**src/rtl/alu_seq.sv**
```systemverilog
// alu_seq: registered EX-stage ALU with start/busy/done handshake.
// Ports: clk, rst_n, start, sel, EA, EB -> busy, done, res, hi, flag, div_zero, illegal.
module alu_seq #(
    parameter  int WIDTH = 32,
    localparam int SHW   = $clog2(WIDTH)
) (
    input  logic             clk,
    input  logic             rst_n,
    input  logic             start,
    input  logic [3:0]       sel,
    input  logic [WIDTH-1:0] EA,
    input  logic [WIDTH-1:0] EB,
    output logic             busy,
    output logic             done,
    output logic [WIDTH-1:0] res,
    output logic [WIDTH-1:0] hi,
    output logic             flag,
    output logic             div_zero,
    output logic             illegal
);

    typedef enum logic {IDLE, RUN} state_t;

    state_t             state;
    logic               is_div;
    logic [WIDTH-1:0]   m;
    logic [2*WIDTH-1:0] p;
    logic [SHW-1:0]     cnt;

    logic [WIDTH-1:0]   c_res;
    logic [WIDTH-1:0]   c_hi;
    logic               c_dz;
    logic               iter;
    logic [2*WIDTH-1:0] p_nxt;
    logic [WIDTH:0]     sum;
    logic [WIDTH:0]     rs;
    logic [WIDTH:0]     df;

    // Single-cycle results, including the divide-by-zero and illegal cases.
    always_comb begin
        c_res = '0;
        c_hi  = '0;
        c_dz  = 1'b0;
        case (sel)
            4'd0: c_res = EA + EB;
            4'd1: c_res = EA - EB;
            4'd2: c_res = EA & EB;
            4'd3: c_res = EA | EB;
            4'd4: c_res = {{(WIDTH-1){1'b0}}, EA < EB};
            4'd5: c_res = EA << EB[SHW-1:0];
            4'd7: begin
                c_res = '1;
                c_hi  = EA;
                c_dz  = 1'b1;
            end
            default: ;
        endcase
    end

    assign iter = (sel == 4'd6) || (sel == 4'd7 && EB != '0);

    // p holds {partial product, multiplier} for multiply and
    // {remainder, dividend/quotient} for divide; m is the other operand.
    always_comb begin
        sum   = {1'b0, p[2*WIDTH-1:WIDTH]} + (p[0] ? {1'b0, m} : '0);
        rs    = {p[2*WIDTH-1:WIDTH], p[WIDTH-1]};
        df    = rs - {1'b0, m};
        p_nxt = '0;
        if (!is_div)
            p_nxt = {sum, p[WIDTH-1:1]};
        else if (!df[WIDTH])
            p_nxt = {df[WIDTH-1:0], p[WIDTH-2:0], 1'b1};
        else
            p_nxt = {rs[WIDTH-1:0], p[WIDTH-2:0], 1'b0};
    end

    always_ff @(posedge clk or negedge rst_n) begin
        if (!rst_n) begin
            state    <= IDLE;
            is_div   <= 1'b0;
            m        <= '0;
            p        <= '0;
            cnt      <= '0;
            busy     <= 1'b0;
            done     <= 1'b0;
            res      <= '0;
            hi       <= '0;
            flag     <= 1'b1;
            div_zero <= 1'b0;
            illegal  <= 1'b0;
        end else begin
            done <= 1'b0;
            case (state)
                IDLE: begin
                    if (start) begin
                        if (iter) begin
                            state  <= RUN;
                            busy   <= 1'b1;
                            cnt    <= '0;
                            is_div <= sel[0];
                            m      <= sel[0] ? EB : EA;
                            p      <= {{WIDTH{1'b0}}, sel[0] ? EA : EB};
                        end else begin
                            done     <= 1'b1;
                            res      <= c_res;
                            hi       <= c_hi;
                            flag     <= (c_res == '0);
                            div_zero <= c_dz;
                            illegal  <= sel[3];
                        end
                    end
                end
                RUN: begin
                    p   <= p_nxt;
                    cnt <= cnt + 1'b1;
                    // busy drops one cycle ahead of done so the
                    // stall releases as the result lands.
                    if (cnt == SHW'(WIDTH-2))
                        busy <= 1'b0;
                    if (cnt == SHW'(WIDTH-1)) begin
                        state    <= IDLE;
                        done     <= 1'b1;
                        res      <= p_nxt[WIDTH-1:0];
                        hi       <= p_nxt[2*WIDTH-1:WIDTH];
                        flag     <= (p_nxt[WIDTH-1:0] == '0);
                        div_zero <= 1'b0;
                        illegal  <= 1'b0;
                    end
                end
                default: state <= IDLE;
            endcase
        end
    end

endmodule
```
**config.mk**
```make
export PLATFORM = sky130hd
export DESIGN_NAME = alu_seq
export DESIGN_NICKNAME = d
export VERILOG_FILES = /design/src/rtl/alu_seq.sv
export SDC_FILE = /design/constraint.sdc
export NUM_CORES = 1
export LEC_CHECK = 0
export CORE_MARGIN = 3
export CORE_UTILIZATION = 25
export CTS_CLUSTER_SIZE = 12
export DETAILED_ROUTE_END_ITERATION = 12
export DONT_BUFFER_PORTS = 1
export GPL_TIMING_DRIVEN = 0
export SLEW_MARGIN = 20
export SYNTH_ARGS = -nofsm -noshare
export SYNTH_HDL_FRONTEND = slang
export SYNTH_SLANG_ARGS = --single-unit
```
**constraint.sdc**
```tcl
create_clock -name clk -period 3.55 [get_ports clk]
set_input_delay 0.71 -clock clk [delete_from_list [all_inputs] [get_ports clk]]
set_output_delay 0.71 -clock clk [all_outputs]
set_load 0.03 [all_outputs]
```
==> results of run 1 <==
state kept, by name, indices dropped and copies added, names as in the netlist, 5 cells and up:
register / cells
m: 32
p: 64
hi: 32
cnt: 5
res: 32
cells in the mapped netlist (all sizes together) (16+ instances only):
master / n / area share [%]
nor4: 24 / 0.89
o211ai: 17 / 0.67
a22o: 21 / 0.97
nand2: 224 / 4.4
xor2: 24 / 1.1
mux2: 23 / 1.4
clkbuf: 102 / 2.0
o21ai: 198 / 5.2
mux2i: 193 / 10
a22oi: 17 / 0.67
nand2b: 19 / 0.63
nand3: 48 / 1.3
a31oi: 18 / 0.59
a211oi: 31 / 1.3
nand4: 21 / 0.69
ha: 174 / 11
dfrtp: 171 / 23
inv: 158 / 3.1
xnor2: 59 / 2.7
a21oi: 258 / 6.8
a21o: 38 / 1.5
buf: 46 / 1.1
and2: 40 / 1.3
o21a: 17 / 0.68
a222oi: 16 / 0.84
nor2: 218 / 4.3
nor3: 59 / 1.6
where the power goes:
group	internal (mW)	switching, mW	total, mW	leakage [nW]
Combinational	6.57	8.45	15.0	7.53
Clock	1.00	0.944	1.94	0.281
Sequential	2.93	1.84	4.77	2.08
worst min path at each step:
| stage | start | to | slack [ns] | cells after the start |
|---|---|---|---|---|
| floorplan | rst_n | busy$_DFFE_PN0P_ | 0.41 | 0 |
| global placement | rst_n | hi[13]$_DFFE_PN0P_ | 0.43 | 0 |
| detailed placement | rst_n | p[45]$_DFFE_PN0P_ | 0.43 | 0 |
| CTS | rst_n | hi[13]$_DFFE_PN0P_ | -0.06 | 0 |
| global route | rst_n | flag$_DFFE_PN1P_ | 0.08 | 0 |
| finish | rst_n | flag$_DFFE_PN1P_ | 0.1 | 0 |
logic make-up after synthesis:
family	Yosys count
AOI/OAI and AO/OA	778
and+or+nand+nor	704
buffers and inverters	309
muxes	223
adders and majority gates	178
DFF	172
xor gates and xnor gates	83
cell type report:
class	instances	share of cell area, %
repair buffers	74	3.20
clock inverters	14	0.673
clock buffers	18	1.88
plain buffers	136	3.17
well taps	969	5.30
flip-flops and latches	172	18.8
inverters	161	2.78
multi-input cells	1966	64.2
cells in the final DEF, fill, tap and decap left out, types with 19 or more instances in the layout:
master                      Yosys  final
sky130_fd_sc_hd__a21oi_1      258    230
sky130_fd_sc_hd__nand2_1      224    220
sky130_fd_sc_hd__nor2_1       218    210
sky130_fd_sc_hd__mux2i_1      193    173
sky130_fd_sc_hd__dfrtp_1      171    169
sky130_fd_sc_hd__ha_1         174    167
sky130_fd_sc_hd__inv_1        157    152
sky130_fd_sc_hd__o21ai_0      189    140
sky130_fd_sc_hd__clkbuf_1     102     70
sky130_fd_sc_hd__xnor2_1       59     55
sky130_fd_sc_hd__buf_4          1     52
sky130_fd_sc_hd__nor3_1        57     51
sky130_fd_sc_hd__nand3_1       48     46
sky130_fd_sc_hd__and2_1        39     39
sky130_fd_sc_hd__a21o_1        38     38
sky130_fd_sc_hd__o21ai_1        9     34
sky130_fd_sc_hd__a21oi_2        0     23
sky130_fd_sc_hd__xor2_1        24     23
sky130_fd_sc_hd__nand4_1       21     21
sky130_fd_sc_hd__a211oi_1      30     21
sky130_fd_sc_hd__a22o_1        21     21
sky130_fd_sc_hd__clkbuf_16      0     19
sky130_fd_sc_hd__nand2b_1      19     19
sky130_fd_sc_hd__o21ai_2        0     19
routing by layer:
| metal | GRT usage [%] | wire length (um) | vias up |
|---|---|---|---|
| met5 | 0 | 0 | - |
| met3 | 5.19 | 8760 | 247 |
| met4 | 10.8 | 4710 | 0 |
| li1 | - | - | 9016 |
| met2 | 37.5 | 43500 | 1160 |
| met1 | 28.8 | 37800 | 10200 |
metrics by stage:
step / hold WS [ns] / setup TNS (ns)
after floorplan: 0.414 / -1.93
after global placement: 0.429 / -203.40
after detailed placement: 0.431 / -206.40
after CTS: -0.0569 / -19.35
after global routing: 0.0770 / -26.15
final: 0.0974 / -19.51
repair_timing:
item,in CTS,in global routing
setup buffers,57,16
endpoints found under the setup margin,161,115
pin swaps,78,84
gates resized for setup,198,157
endpoints found under the hold margin,171,65
cloned,2,0
==> results.json, run 1 <==
{
  "cpPeakStageDelay_ns": 0.48,
  "slew-limit-headroom_pct": 19.6,
  "grt_remaining_overflow": 0,
  "violations": "negative setup slack",
  "critPathArrivalTime_ns": 4.31,
  "setup.worst_path.start": "p[31]$_DFFE_PN0P_",
  "yosys.area_share.simple_pct": 17.1,
  "layout_setup_ws_ns": -0.421,
  "crit_end": "hi[30]$_DFFE_PN0P_",
  "post-route-util_pct": 30.6,
  "multiplexer_fraction_of_the_synthesized_cell_area_pct": 12.4,
  "timing.critical_path.slowest_stage_cell": "sky130_fd_sc_hd__o41a_1",
  "synth_fa_ha_area_share_pct": 11.9,
  "ir_drop_uv": 475,
  "synth-async-reset-ratio_pct": 100,
  "synth_edf_count": 0,
  "synth.ff_latch_count": 172,
  "route.final.wire_length_mm": 94.8,
  "final_period_minus_worst_setup_slack_ns": 3.97,
  "io_buffers": 0,
  "initial_standard_cell_utilization_of_the_core_pct": 25.4,
  "die_height_um": 281,
  "placed_cells": 3416,
  "cts-root-to-sink-buffers": 2,
  "worstSetupPathDepth": 18,
  "stdcell_count": 3510,
  "synth_area_per_cell_um2": 7.75,
  "antenna_violations_before_repair": 0,
  "clk_pin_slew_ns": 0.08,
  "worstPathRequired_ns": 3.89,
  "final_layout_size_suffix_gt1_share_pct": 14.9,
  "syn-instance-count": 2447,
  "max_freq_ghz": 0.252,
  "finalPower_mw": 21.7,
  "placement_rows": 100,
  "dominant_combinational_cell_family_by_area_after_synthesis": "compound AO/OA/AOI/OAI gates",
  "yosysUniqueCellTypes": 89,
  "numClockSinks": 172,
  "postSynth.topFlopCell": "sky130_fd_sc_hd__dfrtp_1",
  "avgRoutedWirePerCell_um": 27.0,
  "drc_errors": 0,
  "worst_r2r_endpoint": "hi[30]$_DFFE_PN0P_",
  "final-seq-area_um2": 4310,
  "grt_pass1_vias": 19800,
  "hold_class": "input port to async pin",
  "synth_compound_gate_area_share_pct": 25.8,
  "worstSetupEndpointType": "register",
  "detail_route.vias_per_cell": 5.88,
  "finalHoldViolations": 0,
  "fin_worst_skew_ns": 0.0134,
  "r2r.worst_path.cells": 18,
  "fin_area_um2": 22900,
  "timing.critical_path.max_delay_family": "compound AO/OA/AOI/OAI gates",
  "dp_slack_ns": -1.76,
  "drt_iter0_drc": 2765,
  "post_syn_area_um2": 19000,
  "power.static_leakage_nw": 9.89,
  "status": "finished with violations",
  "path_cells": "inv_2 > ha_4 > inv_2 > fa_2 > a21oi_4 > o21ai_2 > o41a_1 > a21oi_4 > o21ai_4 > a211oi_4 > o21bai_4 > xor2_4 > buf_12 > buf_8 > buf_6 > mux2_4 > a222oi_1 > nand2_1",
  "flow.area_growth_from_synthesis_pct": 20.6,
  "place_hpwl_mm": 73.6,
  "route.antenna.remaining_nets": 0,
  "report.final.setup_viol": 67,
  "crit_type": "register to register",
  "rsz0062_at_grt": "yes",
  "slew_viol_final": 0,
  "worst-slew-pin-transition_ns": 1.21,
  "detailroute.via_count": 20600,
  "cap_violations": 0,
  "cts_tree": "built",
  "insertedDiodeCount": 0,
  "dieWidth_um": 281,
  "final_nets": 2777,
  "start_kind": "register",
  "synth-warning-count": 0,
  "worstReg2RegStart": "p[31]$_DFFE_PN0P_",
  "yosysSeqAreaShare_pct": 22.7,
  "placed_cell_area_um2": 20400,
  "global_route_wire_length_before_repair_mm": 135,
  "detail_route.first_pass.iterations": 8,
  "cts_htree_levels": 4,
  "multi_input_area_um2": 14700,
  "synthXorXnorAreaFrac_pct": 3.83,
  "final_min_period_over_clock_period_pct": 112,
  "clock_latency_ns": 0.46,
  "synth_net_count": 2696,
  "core_outline_area_um2": 74800,
  "final_weighted_congestion_in_routability_driven_placement": 1.04,
  "grt_usage_pct": 23.0,
  "timing.critical_path.buf_inv": 5,
  "io_pins": 140,
  "worst-path-max-fanout": 5,
  "cts_inserted_buffers": 17,
  "dieArea_um2": 79200,
  "root_buffer": "sky130_fd_sc_hd__clkbuf_16",
  "cell_pwr_density_nw_per_um2": 950,
  "fill_cells": 8007,
  "grt_max_degree": 173,
  "regToRegSetupSlack_ns": -0.42
}
No activity file was read; power rests on OpenSTA's default activity.
==> inputs of run 2 (changes only) <==
==> constraint.sdc (replaced) <==
create_clock -name clk -period 4.75 [get_ports clk]
set_input_delay 0.95 -clock clk [delete_from_list [all_inputs] [get_ports clk]]
set_output_delay 0.95 -clock clk [all_outputs]
set_load 0.03 [all_outputs]
==> results.json, run 2 (synthesis gave the netlist of run 1 again) <==
{
  "slew-limit-headroom_pct": 37.0,
  "violations": "negative setup slack",
  "finalPower_mw": 13.8,
  "dieWidth_um": 281,
  "cell_pwr_density_nw_per_um2": 658,
  "route.antenna.remaining_nets": 0,
  "worst-path-max-fanout": 15,
  "grt_remaining_overflow": 0,
  "report.final.setup_viol": 1,
  "antenna_violations_before_repair": 1,
  "cts_tree": "built",
  "power.static_leakage_nw": 9.21,
  "clk_pin_slew_ns": 0.07,
  "cts_htree_levels": 4,
  "detail_route.vias_per_cell": 5.76,
  "detailroute.via_count": 19900,
  "place_hpwl_mm": 73.1,
  "drc_errors": 0,
  "worstSetupEndpointType": "register",
  "grt_pass1_vias": 18800,
  "rsz0062_at_grt": "yes",
  "drt_iter0_drc": 2306,
  "die_height_um": 281,
  "worst-slew-pin-transition_ns": 0.945,
  "final_min_period_over_clock_period_pct": 101,
  "dieArea_um2": 79200,
  "insertedDiodeCount": 0,
  "root_buffer": "sky130_fd_sc_hd__clkbuf_16",
  "crit_type": "input port to register",
  "io_pins": 140,
  "final_layout_size_suffix_gt1_share_pct": 5.53,
  "hold_class": "input port to async pin",
  "fill_cells": 8186,
  "core_outline_area_um2": 74800,
  "initial_standard_cell_utilization_of_the_core_pct": 25.4,
  "final_nets": 2715,
  "max_freq_ghz": 0.209,
  "cts_inserted_buffers": 17,
  "clock_latency_ns": 0.47,
  "critPathArrivalTime_ns": 5.18,
  "final_period_minus_worst_setup_slack_ns": 4.78,
  "final_weighted_congestion_in_routability_driven_placement": 1.06,
  "ir_drop_uv": 328,
  "detail_route.first_pass.iterations": 6,
  "global_route_wire_length_before_repair_mm": 129,
  "route.final.wire_length_mm": 90.5,
  "flow.area_growth_from_synthesis_pct": 10.6,
  "mostFrequentLayoutCells": "sky130_fd_sc_hd__a21oi_1 (255), sky130_fd_sc_hd__nand2_1 (224), sky130_fd_sc_hd__nor2_1 (217)",
  "layout_setup_ws_ns": -0.0318,
  "status": "finished with violations",
  "numClockSinks": 172,
  "cap_violations": 0,
  "fin_worst_skew_ns": 0.0173,
  "worstPathRequired_ns": 5.14,
  "r2r.worst_path.cells": 17,
  "leading_cell_type_in_the_layout_fill_and_taps_excluded": "sky130_fd_sc_hd__a21oi_1",
  "start_kind": "input port",
  "cts-root-to-sink-buffers": 2,
  "largest_reg_flops": 64,
  "grt_usage_pct": 22.1,
  "largest-register": "p",
  "finalHoldViolations": 0,
  "avgRoutedWirePerCell_um": 26.3,
  "placement_rows": 100,
  "grt_max_degree": 173,
  "cts_hold_buf": 0,
  "io_buffers": 0,
  "fin_setup_tns_ns": -0.0318,
  "slew_viol_final": 0
}
[run 2: changes by cell type in the layout (fill, tap and decap cells not counted), moves of 9 or more]
cell	change
sky130_fd_sc_hd__o21ai_0	+48
sky130_fd_sc_hd__buf_4	-44
sky130_fd_sc_hd__a21oi_1	+25
sky130_fd_sc_hd__o21ai_1	-24
sky130_fd_sc_hd__a21oi_2	-21
sky130_fd_sc_hd__clkbuf_1	+21
sky130_fd_sc_hd__mux2i_1	+20
sky130_fd_sc_hd__o21ai_2	-19
sky130_fd_sc_hd__buf_6	-15
sky130_fd_sc_hd__clkbuf_2	-11
sky130_fd_sc_hd__mux2i_4	-11
sky130_fd_sc_hd__mux2i_2	-9
[run 2: final timing paths]
check                                    from                  to  slack, ns
max                                     EB[3]    flag$_DFFE_PN1P_      -0.03
min                                     rst_n   p[44]$_DFFE_PN0P_       0.18
max reg2reg                 p[31]$_DFFE_PN0P_  hi[14]$_DFFE_PN0P_       0.13
min reg2reg                cnt[4]$_DFFE_PN0P_    busy$_DFFE_PN0P_       0.50
max in group asynchronous               rst_n   p[61]$_DFFE_PN0P_       4.00
min in group clk           cnt[4]$_DFFE_PN0P_    busy$_DFFE_PN0P_       0.50
[run 2: what timing repair did]
action / in CTS / in global routing
buffers inserted: 3 / 3
gates resized for setup: 21 / 22
pin swaps: 1 / 3
setup endpoints to repair: 90 / 55
[run 2: stage by stage]
| step | instances | area (um2) | hold slack (ns) | util [%] | setup WS [ns] |
|---|---|---|---|---|---|
| 3_3_place_gp | 3416 | 20200 | 0.479 | 27.0 | -1.51 |
| 3_5_place_dp | 3416 | 20200 | 0.480 | 27.0 | -1.45 |
| 5_1_grt | 3448 | 21000 | 0.175 | 28.0 | -0.0634 |
| 2_1_floorplan | 2447 | 19000 | 0.456 | - | 0.00982 |
| 6_report | 3448 | 21000 | 0.184 | 28.0 | -0.0318 |
| 4_1_cts | 3447 | 20900 | 0.175 | 27.9 | -0.0389 |
[run 2: area by class of cell]
| cell class | count | area (um2) | share of cell area, % |
|---|---|---|---|
| multi-input cells | 1966 | 13600 | 64.9 |
| flip-flops and latches | 172 | 4310 | 20.5 |
| well taps | 969 | 1210 | 5.78 |
| inverters | 161 | 606 | 2.89 |
| plain buffers | 142 | 599 | 2.86 |
| clock buffers | 17 | 425 | 2.03 |
| clock inverters | 15 | 179 | 0.853 |
| repair buffers | 6 | 45.0 | 0.215 |
[run 2: routing by layer]
metal / global-route usage [%] / up-vias / wire (um)
met5: 0 / - / 19
met4: 10.3 / 2 / 4600
met3: 4.98 / 209 / 8970
met2: 35.5 / 1067 / 40700
met1: 28.2 / 9704 / 36200
li1: - / 8878 / -
[run 2: critical path, cell delays in order]
cell	delay (ns)
sky130_fd_sc_hd__inv_1	0.53
sky130_fd_sc_hd__ha_1	0.22
sky130_fd_sc_hd__clkbuf_1	0.32
sky130_fd_sc_hd__o21ai_0	0.22
sky130_fd_sc_hd__nor4_2	0.34
sky130_fd_sc_hd__o21ai_0	0.21
sky130_fd_sc_hd__nand3_2	0.21
sky130_fd_sc_hd__a31oi_1	0.12
sky130_fd_sc_hd__nor3_1	0.36
sky130_fd_sc_hd__xnor2_1	0.27
sky130_fd_sc_hd__o221ai_1	0.31
sky130_fd_sc_hd__or4_4	0.59
sky130_fd_sc_hd__nor4_2	0.23
sky130_fd_sc_hd__nand4b_1	0.13
sky130_fd_sc_hd__o21ai_1	0.15
[run 2: report_power, final]
| group | internal [mW] | total, mW | switching (mW) | leakage (nW) |
|---|---|---|---|---|
| combinational | 3.53 | 8.81 | 5.28 | 6.84 |
| sequential | 2.19 | 3.53 | 1.35 | 2.08 |
| clock | 0.753 | 1.48 | 0.724 | 0.290 |
